### src/rtl/param_delay_chain.sv
// param_delay_chain: multi-lane shift-register delay line.
//   Per-stage valid tracking, runtime tap mux, occupancy count.
//   Optional per-lane even-parity storage and checking when the macro
//   DELAY_CHAIN_PARITY_EN is defined. This adds the ports inj_err and parity_err.
//   Per-lane data path lives in param_delay_chain_lane. Shared valid/count
//   control lives in the top.

module param_delay_chain_lane #(
  parameter int WIDTH = 8,
  parameter int DEPTH = 10,
  parameter int TW    = $clog2(DEPTH)
) (
  input  logic             clk,
  input  logic             reset,
  input  logic             shift_en,
  input  logic             clear,
  input  logic [WIDTH-1:0] din,
  input  logic [TW-1:0]    tap_sel,
`ifdef DELAY_CHAIN_PARITY_EN
  input  logic             inj_err,
  input  logic             dout_valid,
  output logic             par_err,
`endif
  output logic [WIDTH-1:0] dout,
  output logic [WIDTH-1:0] tap_out
);

  logic [DEPTH-1:0][WIDTH-1:0] stage_q, stage_d;
  logic                        tap_in_range;

  // next stage data: clear beats shift, shift beats hold
  always_comb begin
    stage_d = stage_q;
    if (clear) begin
      stage_d = '0;
    end else if (shift_en) begin
      stage_d[0] = din;
      for (int i = 1; i < DEPTH; i++) stage_d[i] = stage_q[i-1];
    end
  end

  // stage data registers
  always_ff @(posedge clk or posedge reset) begin
    if (reset) stage_q <= '0;
    else       stage_q <= stage_d;
  end

  assign dout = stage_q[DEPTH-1];

  // tap mux; out-of-range selects read as zero (widened compare keeps it valid for any DEPTH)
  always_comb begin
    tap_in_range = 32'(tap_sel) < 32'(DEPTH);
    tap_out      = '0;
    if (tap_in_range) tap_out = stage_q[tap_sel];
  end

`ifdef DELAY_CHAIN_PARITY_EN
  logic [DEPTH-1:0] par_q, par_d;
  logic             par_err_q, par_err_d;

  // parity travels alongside the data; inj_err corrupts it on entry
  always_comb begin
    par_d = par_q;
    if (clear) begin
      par_d = '0;
    end else if (shift_en) begin
      par_d[0] = (^din) ^ inj_err;
      for (int i = 1; i < DEPTH; i++) par_d[i] = par_q[i-1];
    end
  end

  // sticky error, only raised by a valid output word, dropped by clear
  always_comb begin
    par_err_d = par_err_q;
    if (clear) par_err_d = 1'b0;
    else if (dout_valid && ((^stage_q[DEPTH-1]) != par_q[DEPTH-1])) par_err_d = 1'b1;
  end

  // parity registers
  always_ff @(posedge clk or posedge reset) begin
    if (reset) begin
      par_q     <= '0;
      par_err_q <= 1'b0;
    end else begin
      par_q     <= par_d;
      par_err_q <= par_err_d;
    end
  end

  assign par_err = par_err_q;
`endif

endmodule

module param_delay_chain #(
  parameter int  WIDTH = 8,
  parameter int  DEPTH = 10,
  parameter int  LANES = 2,
  localparam int TW    = $clog2(DEPTH),
  localparam int CW    = $clog2(DEPTH+1)
) (
  input  logic                   clk,
  input  logic                   reset,
  input  logic                   shift_en,
  input  logic                   clear,
  input  logic [LANES*WIDTH-1:0] din,
  input  logic                   din_valid,
  input  logic [TW-1:0]          tap_sel,
`ifdef DELAY_CHAIN_PARITY_EN
  input  logic                   inj_err,
  output logic [LANES-1:0]       parity_err,
`endif
  output logic [LANES*WIDTH-1:0] dout,
  output logic                   dout_valid,
  output logic [LANES*WIDTH-1:0] tap_out,
  output logic                   tap_valid,
  output logic [CW-1:0]          fill_cnt,
  output logic                   full
);

  logic [DEPTH-1:0] vld_pipe_q, vld_pipe_d;
  logic [CW-1:0]    fill_cnt_q, fill_cnt_d;

  // valid shift register and incremental occupancy count
  always_comb begin
    vld_pipe_d = vld_pipe_q;
    fill_cnt_d = fill_cnt_q;
    if (clear) begin
      vld_pipe_d = '0;
      fill_cnt_d = '0;
    end else if (shift_en) begin
      vld_pipe_d = {vld_pipe_q[DEPTH-2:0], din_valid};
      if (din_valid && !vld_pipe_q[DEPTH-1])      fill_cnt_d = fill_cnt_q + CW'(1);
      else if (!din_valid && vld_pipe_q[DEPTH-1]) fill_cnt_d = fill_cnt_q - CW'(1);
    end
  end

  // valid/count registers
  always_ff @(posedge clk or posedge reset) begin
    if (reset) begin
      vld_pipe_q <= '0;
      fill_cnt_q <= '0;
    end else begin
      vld_pipe_q <= vld_pipe_d;
      fill_cnt_q <= fill_cnt_d;
    end
  end

  // tap valid mux, zero when out of range
  always_comb begin
    tap_valid = 1'b0;
    if (32'(tap_sel) < 32'(DEPTH)) tap_valid = vld_pipe_q[tap_sel];
  end

  assign dout_valid = vld_pipe_q[DEPTH-1];
  assign fill_cnt   = fill_cnt_q;
  assign full       = (fill_cnt_q == CW'(DEPTH));

  for (genvar l = 0; l < LANES; l++) begin : g_lane
    param_delay_chain_lane #(.WIDTH(WIDTH), .DEPTH(DEPTH), .TW(TW)) u_lane (
      .clk        (clk),
      .reset      (reset),
      .shift_en   (shift_en),
      .clear      (clear),
      .din        (din[l*WIDTH +: WIDTH]),
      .tap_sel    (tap_sel),
`ifdef DELAY_CHAIN_PARITY_EN
      .inj_err    (inj_err),
      .dout_valid (vld_pipe_q[DEPTH-1]),
      .par_err    (parity_err[l]),
`endif
      .dout       (dout[l*WIDTH +: WIDTH]),
      .tap_out    (tap_out[l*WIDTH +: WIDTH])
    );
  end

endmodule
### config.mk
export PLATFORM = sky130hd
export DESIGN_NAME = param_delay_chain
export DESIGN_NICKNAME = d
export VERILOG_FILES = /design/src/rtl/param_delay_chain.sv
export SDC_FILE = /design/constraint.sdc
export NUM_CORES = 1
export LEC_CHECK = 0
export BUFFER_PORTS_ARGS = -buffer_cell sky130_fd_sc_hd__buf_2
export CORE_MARGIN = 5
export CORE_UTILIZATION = 55
export DETAILED_ROUTE_END_ITERATION = 8
export PLACE_DENSITY = 0.76
export SYNTH_ARGS = -nofsm -noshare
export SYNTH_HDL_FRONTEND = slang
export SYNTH_SLANG_ARGS = --single-unit
### constraint.sdc
create_clock -name clk -period 5.9 [get_ports clk]
set_clock_uncertainty 0.15 [all_clocks]
set_input_delay 1.18 -clock clk [delete_from_list [all_inputs] [get_ports clk]]
set_output_delay 1.18 -clock clk [all_outputs]
set_load 0.005 [all_outputs]
==> results.sh, run 1 <==
export IMPL_overflow=0
export IMPL_root_buffer="clkbuf_16"
export IMPL_yosysSeqAreaShare_pct=50.1
export IMPL_globalRouteTotalUtil_pct=20.6
export IMPL_reg2reg_from="vld_pipe_q[9]$_DFFE_PP0P_"
export IMPL_drc_errors=0
export IMPL_max_stage_delay_ns=0.59
export IMPL_vias_per_cell=5.66
export IMPL_area_growth_syn_to_layout_pct=8.47
export IMPL_critPathMaxFanout=48
export IMPL_start_util_pct=55.3
export IMPL_max_cap_violations=0
export IMPL_finalHoldViolations=0
export IMPL_netlist_instances=759
export IMPL_crit_buf_inv=3
export IMPL_finalSetupViolCount=0
export IMPL_dpl_hpwl_um=10900
export IMPL_drive_gt1_share_pct=15.9
export IMPL_dr_first_iter_drc_count=505
export IMPL_maxSlewViolCount=0
export IMPL_cts_hold_buf=0
export IMPL_mostFrequentLayoutCell="mux2i_1"
export IMPL_path_common_cell="buf_4"
export IMPL_ir_worst_vdd_uv=233
export IMPL_wire_per_inst_um=17.9
export IMPL_die_height_um=136
export IMPL_reg2reg_depth=7
export IMPL_p_per_area_mw_per_mm2=266
export IMPL_cts_setup_buffers=0
export IMPL_finalWirelength_um=18000
export IMPL_hold_start="g_lane[0].u_lane.stage_q[37]$_DFFE_PP0P_"
export IMPL_numPortBuffers=63
export IMPL_rows=46
export IMPL_ys_types=31
export IMPL_layout_common_cells="mux2i_1, nor2_1, dfrtp_1, buf_2, o22ai_1"
export IMPL_insertedDiodeCount=0
export IMPL_fin_area_mm2=0.00942
export IMPL_cts_buffers=17
export IMPL_min_period_over_period_pct=75.6
export IMPL_die_area_mm2=0.0184
export IMPL_tightest_slew_ns=1.07
export IMPL_insertion_delay_ns=0.42
export IMPL_cp_required_ns=4.57
export IMPL_worstPathCellList="buf_4 -> buf_4 -> mux2_2 -> o22ai_1 -> o32ai_1 -> buf_2"
export IMPL_crit_path_top_delay_cell="buf_4"
export IMPL_max_freq_ghz=0.224
export IMPL_yosys_area_top_type="dfrtp_1"
export IMPL_die_x_um=136
export IMPL_clk_pin_slew_ns=0.06
export IMPL_pin_count=64
export IMPL_grt_max_degree=175
export IMPL_worstSetupEndpointType="output pin"
export IMPL_clockBufferDepth=2
export IMPL_synth_fp_nets=787
export IMPL_cts_sinks=174
export IMPL_yosys_area_top_type_share_pct=50.1
export IMPL_placed_cell_area_mm2=0.00886
export IMPL_cts_tree="done"
export IMPL_first_pass_iters=5
export IMPL_first_global_vias=5867
export IMPL_finalPower_uw=2500
export IMPL_yosys_warnings=0
export IMPL_worst_r2r_endpoint="fill_cnt[3]$_DFFE_PP0P_"
export IMPL_rsz0062_at_grt="no"
export IMPL_vias=5682
export IMPL_rrSetupSlack_ns=3.68
export IMPL_yosys_top_cells_area="dfrtp_1, mux2i_1, nor2_1"
export IMPL_cts_resized=0
export IMPL_h_tree_depth=4
export IMPL_synth_cell_area_mm2=0.00869
export IMPL_hold_path_depth=2
export IMPL_core_area_mm2=0.0157
export IMPL_critPathKind="in -> out"
export IMPL_setup_worst_path_start_class="input port"
export IMPL_grt_pass1_wl_um=30300
export IMPL_min_to="g_lane[0].u_lane.stage_q[37]$_DFFE_PP0P_"
export IMPL_ys_ff_latch=174
export IMPL_nets=804
export IMPL_period_minus_slack_ns=4.46
export IMPL_slew_headroom_pct=28.9
export IMPL_hold_class="reg -> reg"
export IMPL_antenna_found_initial=0
export IMPL_gp_congestion=0.774
export IMPL_outcome="finished, final reports clean"
export IMPL_synth_avg_cell_area_um2=11.4
export IMPL_critPathArrivalTime_ns=3.13
export IMPL_path_delay_family="buffers and inverters"
export IMPL_fin_setup_tns_ns=0
export IMPL_ant_nets=0
export IMPL_power_leakage_uw=0.00489
## metal layers
layer,global-route usage [%],share of wire [%],vias to the layer above,wire (µm)
met2,32.4,47,112,8500
met5,0,0,-,0
met1,28.9,47,2884,8430
met4,7.17,1.7,0,312
met3,3.83,4.0,24,727
li1,-,-,2662,-
## cell families (layout without fill, tap and decap cells)
group	after synthesis	count (layout)	share of synthesized area, %
DFF	174	174	50.1
buffers and inverters	77	106	5.99
and+or+nand+nor	200	200	8.93
adders and majority gates	3	3	0.518
AOI/OAI and AO/OA	50	50	3.85
xor gates and xnor gates	2	2	0.202
muxes	253	253	30.4
## state kept, by name, summed over array words and instances (netlist names)
register and flops:
fill_cnt 4, g_lane.u_lane.dout 16, g_lane.u_lane.stage_q 144, vld_pipe_q 10
## tightest hold or removal path, stage by stage (launching register included)
cell and delay (ns):
dfrtp_1 0.36, mux2i_1 0.07, nor2_1 0.07
## per-stage QoR
stage	hold slack [ns]	util [%]	setup slack, ns	cells
after detailed placement	0.383	56.4	1.50	973
final	0.393	60.0	1.44	1004
after global placement	0.366	56.4	1.48	973
after global routing	0.417	60.0	1.38	1004
after floorplan	0.350	-	2.35	759
after CTS	0.397	60.0	1.48	1004
## cell usage after synthesis
cell      count
dfrtp_1     174
nor4b_1       1
nor2_1      189
buf_4        29
mux2i_1     224
a21oi_1       1
ha_1          2
and2b_1       1
o21ai_2       1
o32ai_1       8
buf_12        4
nand2_1       2
buf_6         4
and3_1        1
mux2_2       24
o22ai_1      38
nor2b_1       2
xnor2_1       2
nand3_1       1
nand2b_1      2
fa_1          1
a21boi_0      1
or2_1         1
buf_2        13
inv_1         4
mux4_2        1
clkbuf_1     21
buf_8         1
mux4_1        4
o21ai_0       1
buf_1         1
## power breakdown
part | total, µW | switching [µW] | internal, µW | leakage (µW)
combinational | 208 | 130 | 77.8 | 0.00220
clock | 1070 | 439 | 634 | 0.000272
sequential | 1220 | 14.7 | 1210 | 0.00241
## how the worst max path moves through the flow
stage | from | cells after the start | slack, ns | endpoint
2_1_floorplan | reset | 1 | 2.35 | fill_cnt[0]$_DFFE_PP0P_
3_3_place_gp | tap_sel[0] | 6 | 1.48 | tap_out[15]
3_5_place_dp | tap_sel[0] | 6 | 1.50 | tap_out[15]
4_1_cts | tap_sel[0] | 6 | 1.48 | tap_out[15]
5_1_grt | tap_sel[0] | 7 | 1.38 | tap_out[2]
6_report | tap_sel[0] | 6 | 1.44 | tap_out[15]
## final cells by class
class,count,area (µm²)
inverter,4,18.8
tap,216,270
multi-input combinational,508,3810
clock inverter,5,55.1
fill,1286,6290
clock buffer,26,509
timing repair buffer,71,403
sequential,174,4350
Note: power is estimated with default switching activity, not from simulation.
==> run 2: changes to the inputs <==
==> constraint.sdc (replaced) <==
create_clock -name clk -period 3.9 [get_ports clk]
set_clock_uncertainty 0.15 [all_clocks]
set_input_delay 0.78 -clock clk [delete_from_list [all_inputs] [get_ports clk]]
set_output_delay 0.78 -clock clk [all_outputs]
set_load 0.005 [all_outputs]
==> results.sh, run 2 (synthesis results as in run 1) <==
export IMPL_p_seq_share_pct=49.3
export IMPL_setup_worst_path_start_class="input port"
export IMPL_pin_count=64
export IMPL_rows=46
export IMPL_ir_worst_vdd_uv=332
export IMPL_largest_register="g_lane.u_lane.stage_q"
export IMPL_first_pass_iters=5
export IMPL_grt_max_degree=97
export IMPL_fin_setup_tns_ns=0
export IMPL_slew_headroom_pct=45.5
export IMPL_die_x_um=136
export IMPL_worst_r2r_endpoint="fill_cnt[3]$_DFFE_PP0P_"
export IMPL_utilization_pct=60.6
export IMPL_h_tree_depth=4
export IMPL_power_leakage_uw=0.00494
export IMPL_nets=814
export IMPL_wire_per_inst_um=18.2
export IMPL_die_height_um=136
export IMPL_p_clk_share_pct=42.0
export IMPL_reg2reg_depth=7
export IMPL_cts_buffers=17
export IMPL_antenna_found_initial=1
export IMPL_numPortBuffers=63
export IMPL_rrSetupSlack_ns=1.66
export IMPL_pre_cts_ws_ns=0.743
export IMPL_worstSetupEndpointType="output pin"
export IMPL_min_period_over_period_pct=82.0
export IMPL_max_cap_violations=0
export IMPL_root_buffer="clkbuf_16"
export IMPL_die_area_mm2=0.0184
export IMPL_p_sw_uw=909
export IMPL_clk_pin_slew_ns=0.06
export IMPL_globalRouteTotalUtil_pct=21.2
export IMPL_rsz0062_at_grt="no"
export IMPL_maxSlewViolCount=0
export IMPL_gp_congestion=0.828
export IMPL_vias=5835
export IMPL_cp_required_ns=2.97
export IMPL_insertedDiodeCount=0
export IMPL_mostFrequentLayoutCell="mux2i_1"
export IMPL_cts_resized=0
export IMPL_setup_ws_ns=0.701
export IMPL_area_growth_syn_to_layout_pct=9.69
export IMPL_p_per_area_mw_per_mm2=394
export IMPL_hold_class="in -> async"
export IMPL_start_util_pct=55.3
export IMPL_drc_errors=0
export IMPL_p_sw_share_pct=24.2
export IMPL_drive_gt1_share_pct=17.0
export IMPL_critPathMaxFanout=24
export IMPL_cts_setup_buffers=0
export IMPL_cts_sinks=174
export IMPL_combPwrFrac_pct=8.7
export IMPL_n_fill_cell=1240
export IMPL_critPathArrivalTime_ns=2.27
export IMPL_ant_nets=0
export IMPL_grt_pass1_wl_um=30900
export IMPL_layout_common_cells="mux2i_1, nor2_1, dfrtp_1, buf_2, o22ai_1"
export IMPL_cts_hold_buf=0
export IMPL_largest_reg_flops=144
export IMPL_outcome="finished, final reports clean"
export IMPL_core_area_mm2=0.0157
export IMPL_reg2reg_from="vld_pipe_q[9]$_DFFE_PP0P_"
export IMPL_tightest_slew_ns=0.818
export IMPL_finalSetupViolCount=0
export IMPL_max_freq_ghz=0.313
export IMPL_finalWirelength_um=18500
export IMPL_vias_per_cell=5.75
export IMPL_intPower_uw=2850
export IMPL_period_minus_slack_ns=3.20
export IMPL_critPathKind="in -> out"
export IMPL_clockBufferDepth=2
export IMPL_timing_hold_ws_ns=0.183
export IMPL_insertion_delay_ns=0.42
export IMPL_dr_first_iter_drc_count=441
export IMPL_first_global_vias=5921
export IMPL_overflow=0
export IMPL_finalHoldViolations=0
export IMPL_dpl_hpwl_um=12200
export IMPL_cts_tree="done"
run 2: layout make-up:
type	instances	area [µm²]	share of cell area, %
sequential	174	4350	45.7
multi-input combinational	508	3810	40.0
timing repair buffer	81	528	5.54
clock buffer	22	454	4.77
tap	216	270	2.84
clock inverter	10	91.3	0.959
inverter	4	18.8	0.197
run 2: worst max-delay path: stages:
cell and delay, ns:
buf_4 0.37, buf_4 0.31, mux2i_1 0.27, o22ai_1 0.15, nor2_1 0.15, o22ai_1 0.09, buf_2 0.14
run 2: power by group through the flow:
stage | registers [µW] | clock network [µW] | logic (µW)
after CTS | 1850 | 1600 | 329
after global placement | 1880 | 0 | 316
after global routing | 1850 | 1690 | 355
after floorplan | 1880 | 0 | 255
after detailed placement | 1880 | 0 | 328
final | 1850 | 1580 | 327
run 2: routing by layer:
layer | share of wire, % | global-route usage, % | vias up
met5 | 0.070 | 0 | -
met4 | 2.0 | 7.61 | 2
met3 | 3.5 | 3.53 | 29
met2 | 48 | 33.0 | 141
met1 | 46 | 30.1 | 2965
li1 | - | - | 2698
run 2: metrics by stage:
stage	total power, µW	instance area (µm²)	instances
floorplan	2130	8690	759
global placement	2200	8980	983
detailed placement	2210	8980	983
CTS	3780	9530	1015
global route	3890	9530	1015
finish	3760	9530	1015
run 2: worst max path at each step:
stage,to,start,slack (ns)
2_1_floorplan,fill_cnt[0]$_DFFE_PP0P_,reset,0.75
3_3_place_gp,tap_out[6],tap_sel[0],0.72
3_5_place_dp,tap_out[15],tap_sel[0],0.74
4_1_cts,tap_out[6],tap_sel[0],0.73
5_1_grt,tap_out[6],tap_sel[0],0.65
6_report,tap_out[6],tap_sel[0],0.70
